File: config.mk
export PLATFORM = sky130hd
export DESIGN_NAME = mmio_keys
export DESIGN_NICKNAME = d
export VERILOG_FILES = /design/src/rtl/mmio_keys_pkg.sv /design/src/rtl/key_debounce.sv /design/src/rtl/mmio_keys.sv
export SDC_FILE = /design/constraint.sdc
export NUM_CORES = 1
export LEC_CHECK = 0
export ABC_CLOCK_PERIOD_IN_PS = 2600
export CAP_MARGIN = 40
export CORE_MARGIN = 8
export CORE_UTILIZATION = 45
export CTS_CLUSTER_DIAMETER = 30
export DETAILED_ROUTE_END_ITERATION = 7
export PLACE_DENSITY = 0.67
export SLEW_MARGIN = 20
export SYNTH_ARGS = -nofsm -noshare
export SYNTH_HDL_FRONTEND = slang
export SYNTH_SLANG_ARGS = --single-unit
File: constraint.sdc
create_clock -name clock -period 2.6 [get_ports clock]
set_input_delay 0.65 -clock clock [delete_from_list [all_inputs] [get_ports clock]]
set_output_delay 0.65 -clock clock [all_outputs]
set_load 0.01 [all_outputs]
File: src/rtl/mmio_keys_pkg.sv
// Shared register layout, default key codes and reset values for the mmio_keys block.
package mmio_keys_pkg;

  localparam int CTRL_FIFO_EN = 0;
  localparam int CTRL_IRQ_EN  = 1;
  localparam int CTRL_REL_EN  = 2;

  localparam int STAT_OVF_BIT = 7;
  localparam int STAT_CNT_W   = 5;

  localparam logic [31:0] DEFAULT_KEYMAP  = 32'h6177_7364;
  localparam logic [7:0]  RESET_LAST_CODE = 8'h73;
  localparam logic [7:0]  REL_FLAG        = 8'h80;

  // Field order mirrors the CTRL bit indices so a raw byte slice casts directly.
  typedef struct packed {
    logic rel_en;
    logic irq_en;
    logic fifo_en;
  } ctrl_t;

  function automatic logic [7:0] status_word(input logic ovf, input logic [STAT_CNT_W-1:0] cnt);
    return {ovf, 2'b00, cnt};
  endfunction

endpackage

File: src/rtl/key_debounce.sv
// One key: 2-flop synchronizer, stability counter, one-cycle press/release pulses on stable-level edges.
module key_debounce #(
  parameter int CYCLES = 16
) (
  input  logic clock,
  input  logic reset,
  input  logic key_raw,
  output logic press,
  output logic rel
);

  localparam int CW = $clog2(CYCLES + 1);
  localparam logic [CW-1:0] LAST = CW'(CYCLES - 1);

  logic [1:0]    sync;
  logic          level;
  logic [CW-1:0] cnt;

  always_ff @(posedge clock or posedge reset) begin
    if (reset) begin
      sync  <= 2'b11;
      level <= 1'b1;
      cnt   <= '0;
      press <= 1'b0;
      rel   <= 1'b0;
    end else begin
      sync  <= {sync[0], key_raw};
      press <= 1'b0;
      rel   <= 1'b0;
      // Any sample matching the current level restarts the stability run.
      if (sync[1] == level) begin
        cnt <= '0;
      end else if (cnt == LAST) begin
        level <= sync[1];
        cnt   <= '0;
        press <= ~sync[1];
        rel   <= sync[1];
      end else begin
        cnt <= cnt + 1'b1;
      end
    end
  end

endmodule

File: src/rtl/mmio_keys.sv
// Memory-mapped keypad: debounced keys become codes, delivered through an event FIFO or a
// legacy last-code register, with CTRL/STATUS registers and a level interrupt.
module mmio_keys
  import mmio_keys_pkg::*;
#(
  parameter int                    NUM_KEYS        = 4,
  parameter int                    FIFO_DEPTH      = 8,
  parameter int                    DEBOUNCE_CYCLES = 16,
  parameter logic [NUM_KEYS*8-1:0] KEYMAP          = DEFAULT_KEYMAP,
  parameter logic [15:0]           DATA_ADDR       = 16'h00ff,
  parameter logic [15:0]           CTRL_ADDR       = 16'h4003,
  parameter logic [15:0]           STATUS_ADDR     = 16'h4004
) (
  input  logic                clock,
  input  logic                reset,
  input  logic [15:0]         addr,
  input  logic                rw,
  input  logic                valid,
  input  logic [7:0]          data_in,
  output logic [7:0]          data_out,
  output logic                hit,
  input  logic [NUM_KEYS-1:0] keys,
  output logic                irq
);

  localparam int AW = (FIFO_DEPTH > 1) ? $clog2(FIFO_DEPTH) : 1;
  localparam int CW = $clog2(FIFO_DEPTH) + 1;

  logic [NUM_KEYS-1:0] ev_press, ev_rel, pend_press, pend_rel, clr_press, clr_rel;
  logic                deq_vld;
  logic [7:0]          deq_code;

  ctrl_t               ctrl, ctrl_nxt;
  logic                ovf, ovf_nxt;
  logic [CW-1:0]       count, count_nxt;
  logic [AW-1:0]       wr_ptr, rd_ptr;
  logic [7:0]          mem [FIFO_DEPTH];
  logic [7:0]          last_code, rd_dat;

  logic acc_data, acc_ctrl, acc_stat, mapped, pop, push, push_ok, full, flush;
  logic data_in_unused;

  for (genvar g = 0; g < NUM_KEYS; g++) begin : g_key
    key_debounce #(.CYCLES(DEBOUNCE_CYCLES)) u_deb (
      .clock   (clock),
      .reset   (reset),
      .key_raw (keys[g]),
      .press   (ev_press[g]),
      .rel     (ev_rel[g])
    );
  end

  // Lowest pending press wins; otherwise the lowest pending release.
  always_comb begin
    deq_code  = '0;
    clr_press = '0;
    clr_rel   = '0;
    for (int k = NUM_KEYS - 1; k >= 0; k--) begin
      if (pend_rel[k]) begin
        clr_rel    = '0;
        clr_rel[k] = 1'b1;
        deq_code   = KEYMAP[k*8 +: 8] | REL_FLAG;
      end
    end
    if (|pend_press) begin
      clr_rel = '0;
      for (int k = NUM_KEYS - 1; k >= 0; k--) begin
        if (pend_press[k]) begin
          clr_press    = '0;
          clr_press[k] = 1'b1;
          deq_code     = KEYMAP[k*8 +: 8];
        end
      end
    end
    deq_vld = (|pend_press) | (|pend_rel);
  end

  assign data_in_unused = ^data_in[7:3];

  assign acc_data = valid && (addr == DATA_ADDR);
  assign acc_ctrl = valid && (addr == CTRL_ADDR);
  assign acc_stat = valid && (addr == STATUS_ADDR);
  assign mapped   = acc_data | acc_ctrl | acc_stat;

  assign full    = (count == CW'(FIFO_DEPTH));
  assign pop     = acc_data && rw && ctrl.fifo_en && (count != '0);
  assign push    = deq_vld && ctrl.fifo_en;
  assign push_ok = push && (!full || pop);
  assign flush   = acc_ctrl && !rw && ctrl.fifo_en && !data_in[CTRL_FIFO_EN];

  always_comb begin
    ctrl_nxt  = (acc_ctrl && !rw) ? ctrl_t'(data_in[2:0]) : ctrl;
    // A drop in the same cycle as a STATUS read keeps the flag set.
    ovf_nxt   = (push && full && !pop) | (ovf & ~(acc_stat && rw));
    count_nxt = flush ? '0 : count + CW'(push_ok) - CW'(pop);
    rd_dat    = last_code;
    if (acc_data) rd_dat = pop ? mem[rd_ptr] : last_code;
    else if (acc_ctrl) rd_dat = {5'b0, ctrl};
    else if (acc_stat) rd_dat = status_word(ovf, STAT_CNT_W'(count));
  end

  always_ff @(posedge clock or posedge reset) begin
    if (reset) begin
      data_out   <= '0;
      hit        <= 1'b0;
      irq        <= 1'b0;
      ctrl       <= '0;
      ovf        <= 1'b0;
      count      <= '0;
      wr_ptr     <= '0;
      rd_ptr     <= '0;
      pend_press <= '0;
      pend_rel   <= '0;
      last_code  <= RESET_LAST_CODE;
    end else begin
      hit        <= mapped;
      if (mapped && rw) data_out <= rd_dat;
      ctrl       <= ctrl_nxt;
      ovf        <= ovf_nxt;
      count      <= count_nxt;
      irq        <= ctrl_nxt.irq_en & ((count_nxt != '0) | ovf_nxt);
      pend_press <= (pend_press & ~clr_press) | ev_press;
      pend_rel   <= (pend_rel & ~clr_rel) | (ev_rel & {NUM_KEYS{ctrl.rel_en}});
      if (flush) begin
        wr_ptr <= '0;
        rd_ptr <= '0;
      end else begin
        if (push_ok) wr_ptr <= wr_ptr + 1'b1;
        if (pop)     rd_ptr <= rd_ptr + 1'b1;
      end
      if (pop) last_code <= mem[rd_ptr];
      else if (deq_vld && !ctrl.fifo_en) last_code <= deq_code;
    end
  end

  always_ff @(posedge clock) begin
    if (push_ok) mem[wr_ptr] <= deq_code;
  end

endmodule

Word-level counts from Yosys, hierarchy flattened --
Memory sizes are Yosys's and may differ from the RTL's. Index checks and enable logic that the tools add are counted.
Cells by class: $add $sub $neg 8, equal/unequal tests 12, muxes and demuxes 57, bitwise gates (word level) 23, reductions and logical operators 33
Operators with widths (count):
- $mux W8 | 15
- $mux W4 | 11
- $mux W5 | 8
- $eq A16 B15 Y1 const B | 2
- $add A5 B1 Y5 const B | 4
- $eq A5 B4 Y1 const B | 4
- $mux W1 | 18
- $eq A16 B8 Y1 const B | 1
- $logic_and A1 B1 Y1 | 16
- $and A4 B4 Y4 | 3
- $mux W3 | 4
- $not A1 Y1 | 9
- $not A4 Y4 | 2
- $or A4 B4 Y4 | 2
- $reduce_and A2 Y1 | 4
- $reduce_bool A4 Y1 | 2
- $reduce_or A4 Y1 | 2
- $add A3 B1 Y3 const B | 2
- $reduce_bool A2 Y1 | 3
- $logic_not A1 Y1 | 5
- $or A1 B1 Y1 | 5
- $add A4 B1 Y4 | 1
- $eq A1 B1 Y1 | 4
- $eq A4 B4 Y1 const B | 1
- 4 further kinds | 5
Storage, ports and cells: bits in registers 80, bits in writable memories 64, word-level logic and storage cells 167, memories 1
Memories:
- mem | words 8, bits a word 8, rd ports 1, clocked after Yosys merged registers in 0, write ports 1, RTL line mmio_keys.sv:37 | logic [7:0] mem [FIFO_DEPTH];

Depth between registers and ports, before layout --
Gate-level depths: netlist of the first run.
word-level depth 13, gate-level depth with buffers 13, mapped depth without buffers 13

Cells and area by module --
From an unflattened synthesis of the first run, not the netlist that was laid out.
Unflattened totals: cell total of the unflattened synthesis 385, area total of the unflattened synthesis 5077.4 µm²
Modules (own cells, without submodules):
- mmio_keys | times used 1, cells each 277, area an instance 3515.9 µm², seq. area each 2105.8 µm²
- key_debounce | times used 4, cells each 27, area an instance 390.4 µm², seq. area each 254.0 µm²

Least setup slack after synthesis of the first run --
Ideal clock, no wire load.
path kind input to register, start input port rw, end memory mem[2][0], enable pin, setup time 0.383 ns, arrival time 2.381 ns, path slack -0.164 ns, cell stages on the path 7, path buffers 2, cell sequence buf_2 > nand2_1 > nor2_1 > and3_1 > buf_4 > o21ai_2 > nor4b_1
On the way: longest elaborated chain between the ends 7
RTL lines:
- start, declared | RTL line mmio_keys.sv:17 | input logic rw,
- $logic_and A1 B1 Y1 (3 in series) | RTL line mmio_keys.sv:86 | assign pop = acc_data && rw && ctrl.fifo_en && (count != '0);
- $logic_or A1 B1 Y1 | RTL line mmio_keys.sv:88 | assign push_ok = push && (!full || pop);
- $logic_and A1 B1 Y1 | RTL line mmio_keys.sv:88
- $mux W1 | RTL line mmio_keys.sv:137 | if (push_ok) mem[wr_ptr] <= deq_code;
- $mux W1 (implied by the code) | RTL line mmio_keys.sv:137
- end, declared | RTL line mmio_keys.sv:37
Every way passes these cells.

Final worst setup path of the first run --
start input port valid, end register irq
On the way: longest elaborated chain between the ends 12, elaborated cells between the ends (all ways) 24
RTL lines:
- start, declared | RTL line mmio_keys.sv:18 | input logic valid,
- $logic_and A1 B1 Y1 | RTL line mmio_keys.sv:80 | assign acc_data = valid && (addr == DATA_ADDR);
- $logic_and A1 B1 Y1 (3 in series) | RTL line mmio_keys.sv:86
- $logic_or A1 B1 Y1 | RTL line mmio_keys.sv:88
- $logic_and A1 B1 Y1 | RTL line mmio_keys.sv:88
- $add A4 B1 Y4 | RTL line mmio_keys.sv:95 | count_nxt = flush ? '0 : count + CW'(push_ok) - CW'(pop);
- $sub A4 B1 Y4 | RTL line mmio_keys.sv:95
- $mux W4 | RTL line mmio_keys.sv:95
- $reduce_bool A4 Y1 | RTL line mmio_keys.sv:121 | irq <= ctrl_nxt.irq_en & ((count_nxt != '0) | ovf_nxt);
- $or A1 B1 Y1 | RTL line mmio_keys.sv:121
- $and A1 B1 Y1 * | RTL line mmio_keys.sv:121
- end signal, assigned | RTL line mmio_keys.sv:121
- end, declared | RTL line mmio_keys.sv:23 | output logic irq
Every way passes the cells marked *; elsewhere a longest branch is shown, timed or not. A chain may end at the register's enable or synchronous reset.

==> impl_metrics.env, run 1 <==
export IMPL_critical_path_class="in2reg"
export IMPL_ys_dominant_reg_cell="dfrtp_1"
export IMPL_synth_area_per_cell_um2=13.16
export IMPL_crit_path_start_kind="input pin"
export IMPL_grt_pass1_vias=3600
export IMPL_leakagePower_nw=3.110
export IMPL_ys_top_cells_by_area="dfrtp_1, edfxtp_1, dfstp_2"
export IMPL_crit_path_end_kind="flip-flop"
export IMPL_grt_antenna_before_repair=0
export IMPL_htree_levels=4
export IMPL_cts_root_buf="clkbuf_16"
export IMPL_r2r_start="count[2]$_DFF_PP0_"
export IMPL_synth_edf_count=40
export IMPL_place_ws_ns=-0.4884
export IMPL_async_reset_ff_share_pct=65.52
export IMPL_critical_path_cell_count=10
export IMPL_setup_slack_ns=0.06127
export IMPL_drt_iter0_markers=219
export IMPL_fin_cells=642
export IMPL_port_buffers=36
export IMPL_core_rowCount=39
export IMPL_final_layout_size_suffix_gt1_share_pct=27.45
export IMPL_place_inst=606
export IMPL_cp_cell_sequence="clkdlybuf4s50_1 -> nor4b_4 -> and4bb_2 -> nand3_2 -> ha_1 -> a21o_1 -> a21oi_2 -> xnor2_2 -> a31oi_1 -> o21a_1"
export IMPL_regArea_um2=3122
export IMPL_r2r_cells=11
export IMPL_num_vias=3454
export IMPL_slew_violations=0
export IMPL_required_ns=2.90
export IMPL_period_minus_slack_ns=2.539
export IMPL_start_util_pct=45.56
export IMPL_path_buf_inv=1
export IMPL_skew_ns=0.009382
export IMPL_drc=0
export IMPL_dp_hpwl_um=7500
export IMPL_ys_seq_elements=116
export IMPL_io_pins=42
export IMPL_grt_ovfl_total=0
export IMPL_ctsHoldBuffers=0
export IMPL_synth_cells=392
export IMPL_rsz0062_at_grt="no"
export IMPL_worst_path_max_delay_cell="clkdlybuf4s50_1"
export IMPL_post_dp_cell_area_um2=6022
export IMPL_min_from="g_key[0].u_deb.press$_DFF_PP0_"
export IMPL_cp_arrival_ns=2.83
export IMPL_cts_tree="yes"
export IMPL_multi_input_area_um2=2011
export IMPL_final_antenna_net_count=0
export IMPL_coreArea_um2=11320
export IMPL_die_h_um=123.1
export IMPL_insertion_delay_ns=0.41
export IMPL_path_clk_slew_ns=0.05
export IMPL_grtUsageTotal_pct=15.47
export IMPL_power_mw=4.503
export IMPL_p_per_area_nw_per_um2=670.1
export IMPL_max_freq_ghz=0.3939
export IMPL_whs_endpoint="pend_press[0]$_DFF_PP0_"
export IMPL_synth_fp_nets=436
export IMPL_post_drt_wl_per_cell_um=16.89
export IMPL_synth_yosys_warnings=0
export IMPL_hold_violations=0
export IMPL_clockBufferDepth=2
export IMPL_diodes=0
export IMPL_tightest_slew_ns=0.4613
export IMPL_viasPerCell=5.380
export IMPL_synth_cell_types=64
export IMPL_gp_congestion=0.8274
export IMPL_final_area_um2=6720
export IMPL_peakVddDrop_uv=566.0
export IMPL_grt_pass1_wl_um=17990
export IMPL_critical_path_top_delay_family="simple AND/OR/NAND/NOR gates"
export IMPL_final_nets=530
export IMPL_finalSetupViolCount=0
export IMPL_totalWireLength_um=10840
export IMPL_min_path_type="reg2reg"
export IMPL_cts_sinks=116
export IMPL_drt_pass1_iterations=4
export IMPL_area_growth_pct=30.30
export IMPL_final_core_utilization_pct=59.36
export IMPL_cp_slowest_stage_delay_ns=0.45
export IMPL_r2r_end="irq$_DFF_PP0_"
export IMPL_die_area_um2=15140
export IMPL_period_share_pct=97.64
export IMPL_holdPathStages=0
export IMPL_fp_dieW_um=123.1
export IMPL_yosysSeqAreaShare_pct=60.53
export IMPL_status="complete, no violations"
export IMPL_worst_path_max_fanout=3
export IMPL_netlist_area_leader_share_pct=29.60
export IMPL_max_cap_violations=0
export IMPL_syn_cell_area_um2=5157
export IMPL_fillers=919
export IMPL_numCtsBuffers=17
export IMPL_reg2reg_slack_ns=0.13
export IMPL_relSlewSlack_pct=69.25
export IMPL_grt_start_max_net_pins=77
export IMPL_synth_top_cell_by_area="dfrtp_1"
state kept, by name, indices dropped and copies added, names as in the netlist, 4 cells and up:
name               flops
g_key.u_deb.press      4
g_key.u_deb.sync       8
mem                   40
g_key.u_deb.rel        4
pend_rel               4
g_key.u_deb.cnt       20
count                  4
last_code              5
data_out               7
pend_press             4
g_key.u_deb.level      4
worst max path at each step:
stage             start                   to
2_1_floorplan   addr[9]  mem[2][0]$_DFFE_PP_
3_3_place_gp    addr[9]        irq$_DFF_PP0_
3_5_place_dp    addr[9]        irq$_DFF_PP0_
4_1_cts        addr[11]        irq$_DFF_PP0_
5_1_grt           valid        irq$_DFF_PP0_
6_report          valid        irq$_DFF_PP0_
cells in the mapped netlist, drive strengths merged, types with 2 or more instances:
library cell	count
o32a	2
or2	5
o21ai	12
a31oi	5
xor2	13
nor3b	8
dfrtp	61
nand2b	3
xnor2	3
and4	2
a21oi	7
and3	7
nand4b	2
mux4	10
ha	11
a22o	2
o211a	3
nand3	21
nor4b	6
clkbuf	6
inv	11
nor2	23
mux2	13
dfstp	15
nor4	5
mux2i	6
a21o	3
o211ai	3
nand2	33
nand4	2
buf	7
and2	13
o21a	2
edfxtp	40
nor3	9
worst register-to-register path, stage by stage, from the launching register on:
cell and delay (ns):
dfrtp_1 0.38, inv_1 0.11, ha_1 0.19, nor3b_4 0.24
and4bb_2 0.28, nand3_2 0.09, nand2_2 0.08, ha_4 0.17
fa_2 0.44, nor2_1 0.12, a31oi_1 0.09, o21a_1 0.17
kinds of logic (layout without fill, tap and decap cells):
group / Yosys count / in the layout / synth area share (%)
flops: 116 / 116 / 60.53
xor+xnor: 16 / 16 / 2.717
compound gates: 50 / 50 / 6.866
mux: 29 / 29 / 9.098
fa+ha+maj: 12 / 12 / 3.057
simple gates: 145 / 145 / 15.62
buf+inv: 24 / 131 / 2.110
layout by cell type (no fill, tap or decap), types with 7 or more instances in the layout:
cell and instances:
and3_1 7, nor3_1 7, ha_1 10, nand3_1 19, mux4_1 9, nand2_1 32
and2_1 13, dfrtp_1 61, nor3b_1 7, nor2_1 22, o21ai_0 11, dfstp_2 15
clkdlybuf4s50_1 30, buf_4 51, clkbuf_16 17, mux2_2 12, xor2_1 13, edfxtp_1 40
inv_1 10
repair_timing:
| action | in CTS | in global routing |
|---|---|---|
| buffers inserted | 1 | 3 |
| pin swaps | 5 | 6 |
| resized for setup | 9 | 9 |
| endpoints found under the setup margin | 1 | 16 |
report_power, final:
group	internal (mW)	switching, mW	leakage, nW	total (mW)
clock network	1.58	0.781	0.302	2.36
registers	1.92	0.0205	1.45	1.94
logic	0.110	0.0942	1.36	0.204
metrics by stage:
step	hold slack (ns)	setup TNS, ns
3_5_place_dp	0.3347	-13.08
4_1_cts	0.3490	0
5_1_grt	0.3566	0
2_1_floorplan	0.3452	-2.075
6_report	0.3462	0
3_3_place_gp	0.3347	-13.28
area by class of cell:
| class | instances | share of cell area (%) |
|---|---|---|
| inverters | 11 | 0.6144 |
| clock buffers | 23 | 7.112 |
| clock inverters | 9 | 1.880 |
| well taps | 143 | 2.662 |
| multi-input cells | 252 | 29.92 |
| flip-flops and latches | 116 | 46.45 |
| repair buffers | 88 | 11.36 |
metal layers:
metal	vias up	track usage [%]	wire length (µm)
met4	0	5.418	157
met3	13	4.977	540
li1	1639	-	-
met2	74	26.30	5511
met5	-	0	0
met1	1728	18.13	4634
No activity file was read; power rests on OpenSTA's default activity.
==> inputs of run 2 (changes only) <==
- ABC_CLOCK_PERIOD_IN_PS: 2600 -> not set
==> results of run 2 <==
Final layout, timing and power as in run 1 (identical DEF).
==> inputs of run 3 (changes only) <==
- PLACE_DENSITY: 0.67 -> 0.72
- SKIP_LAST_GASP: not set -> 1
==> run 3 against run 2 <==
- first-iteration DRC count grew 5.9%
- combinational power grew 3%
- fmax is essentially flat
- largest cell class unchanged
- utilization grew 0.066 points
- sequential cell count is the same
- setup slack is essentially flat
- cell count grew 0.62%
- clock power shrank 11%
- highest routed layer unchanged
- global-route usage shrank 0.30 points
- via count grew 0.46%
- power shrank 5.5%
- die area is the same
==> impl_metrics.env, run 3 (synthesized netlist as in run 1, its figures left out) <==
export IMPL_power_mw=4.255
export IMPL_drt_iter0_markers=232
export IMPL_peakVddDrop_uv=416.3
export IMPL_critical_path_class="in2reg"
export IMPL_place_inst=609
export IMPL_fillers=904
export IMPL_relSlewSlack_pct=64.67
export IMPL_die_area_um2=15140
export IMPL_switching_share_pct=20.54
export IMPL_place_ws_ns=-0.4782
export IMPL_final_nets=534
export IMPL_totalWireLength_um=10490
export IMPL_area_growth_pct=30.45
export IMPL_diodes=0
export IMPL_grt_start_max_net_pins=29
export IMPL_cts_sinks=116
export IMPL_cts_root_buf="clkbuf_16"
export IMPL_core_rowCount=39
export IMPL_final_cell_mix="dfrtp_1, buf_4, edfxtp_1"
export IMPL_required_ns=2.90
export IMPL_htree_levels=4
export IMPL_setup_tns_ns=0
export IMPL_power_share_combinational_pct=4.9
export IMPL_final_area_um2=6728
export IMPL_period_minus_slack_ns=2.539
export IMPL_p_sw_mw=0.8738
export IMPL_top_register="mem"
export IMPL_gr_max_usage_layer="met2"
export IMPL_p_per_area_nw_per_um2=632.4
export IMPL_worst_path_max_delay_cell="clkdlybuf4s50_1"
export IMPL_period_share_pct=97.64
export IMPL_grt_antenna_before_repair=0
export IMPL_largestRegisters="mem (40), g_key.u_deb.cnt (20), g_key.u_deb.sync (8)"
export IMPL_path_clk_slew_ns=0.05
export IMPL_min_path_type="reg2reg"
export IMPL_met1_usage_pct=17.39
export IMPL_setup_slack_ns=0.06146
export IMPL_drc=0
export IMPL_fin_cells=646
export IMPL_slew_violations=0
export IMPL_gp_congestion=0.8206
export IMPL_leakagePower_nw=3.123
export IMPL_ctsHoldBuffers=0
export IMPL_final_antenna_net_count=0
export IMPL_grt_pass1_vias=3714
export IMPL_num_vias=3470
export IMPL_io_pins=42
export IMPL_numCtsBuffers=17
export IMPL_insertion_delay_ns=0.41
export IMPL_crit_path_start_kind="input pin"
export IMPL_fp_dieW_um=123.1
export IMPL_largest_reg_flops=40
export IMPL_power_frac_seq_pct=45.6
export IMPL_viasPerCell=5.372
export IMPL_p_clk_share_pct=49.5
export IMPL_dp_hpwl_um=7517
export IMPL_clockBufferDepth=2
export IMPL_cp_cell_sequence="clkdlybuf4s50_1 -> nand2_2 -> nor3_2 -> buf_4 -> buf_4 -> nand3_4 -> nand2_2 -> ha_4 -> fa_2 -> nor2_2 -> a31oi_1 -> o21a_1"
export IMPL_status="complete, no violations"
export IMPL_cp_slowest_stage_delay_ns=0.50
export IMPL_met2_usage_pct=25.76
export IMPL_port_buffers=36
export IMPL_p_int_mw=3.381
export IMPL_post_dp_cell_area_um2=6045
export IMPL_coreArea_um2=11320
export IMPL_cp_arrival_ns=2.84
export IMPL_final_layout_size_suffix_gt1_share_pct=28.83
export IMPL_skew_ns=0.01244
export IMPL_grt_pass1_wl_um=17830
export IMPL_use_met3_pct=4.840
export IMPL_post_drt_wl_per_cell_um=16.24
export IMPL_worst_path_max_fanout=3
export IMPL_max_cap_violations=0
export IMPL_crit_path_end_kind="flip-flop"
export IMPL_grt_ovfl_total=0
export IMPL_hold_violations=0
export IMPL_layout_commonest_cell="dfrtp_1"
export IMPL_die_h_um=123.1
export IMPL_drt_pass1_iterations=4
export IMPL_max_freq_ghz=0.3939
export IMPL_tightest_slew_ns=0.5292
export IMPL_cts_tree="yes"
export IMPL_grtUsageTotal_pct=15.17
export IMPL_finalSetupViolCount=0
export IMPL_start_util_pct=45.56
## run 3: critical path: cells and delay by family
kind | cells | cell delay [ns]
AOI/OAI and AO/OA | 2 | 0.26
adders and majority gates | 2 | 0.58
buffers and inverters | 3 | 0.78
and+or+nand+nor | 5 | 0.57
## run 3: timing repair
item | in CTS | in global routing
pin swaps | 4 | 11
endpoints found under the setup margin | 3 | 27
setup buffers | 2 | 3
gates resized for setup | 5 | 18
## run 3: path summary, 6_finish.rpt
kind	from	to	slack, ns	cells past startpoint
max in group asynchronous	reset	last_code[6]$_DFFE_PP1P_	1.34	3
min	g_key[0].u_deb.sync[0]$_DFF_PP1_	g_key[0].u_deb.sync[1]$_DFF_PP1_	0.36	0
min reg2reg	g_key[0].u_deb.sync[0]$_DFF_PP1_	g_key[0].u_deb.sync[1]$_DFF_PP1_	0.36	0
max	addr[0]	irq$_DFF_PP0_	0.06	12
max reg2reg	count[2]$_DFF_PP0_	irq$_DFF_PP0_	0.16	13
min in group asynchronous	reset	wr_ptr[2]$_DFFE_PP0P_	0.60	2
## run 3: stage by stage
stage               hold slack, ns  util, %
floorplan                   0.3452        -
global route                0.3559    59.43
detailed placement          0.3386    53.39
finish                      0.3552    59.43
CTS                         0.3556    58.57
global placement            0.3337    53.39
## run 3: power by group through the flow
stage | clock network [mW] | registers, mW | logic, mW
global placement | 0 | 1.97 | 0.191
detailed placement | 0 | 1.97 | 0.195
CTS | 2.15 | 1.94 | 0.210
finish | 2.10 | 1.94 | 0.210
floorplan | 0 | 1.97 | 0.0939
global route | 2.23 | 1.94 | 0.235
## run 3: area by class of cell
| type | instances | area, µm² | area share (%) |
|---|---|---|---|
| sequential | 116 | 3122 | 46.40 |
| multi-input combinational | 252 | 2031 | 30.18 |
| timing repair buffer | 92 | 804.5 | 11.96 |
| clock buffer | 24 | 504.2 | 7.495 |
| tap | 143 | 178.9 | 2.659 |
| clock inverter | 8 | 46.29 | 0.6881 |
| inverter | 11 | 41.29 | 0.6137 |
## run 3: per-layer routing
layer | up-vias | share of wire [%]
li1 | 1651 | -
met1 | 1720 | 42
met2 | 79 | 50
met3 | 20 | 5.5
met4 | 0 | 2.1
met5 | - | 0
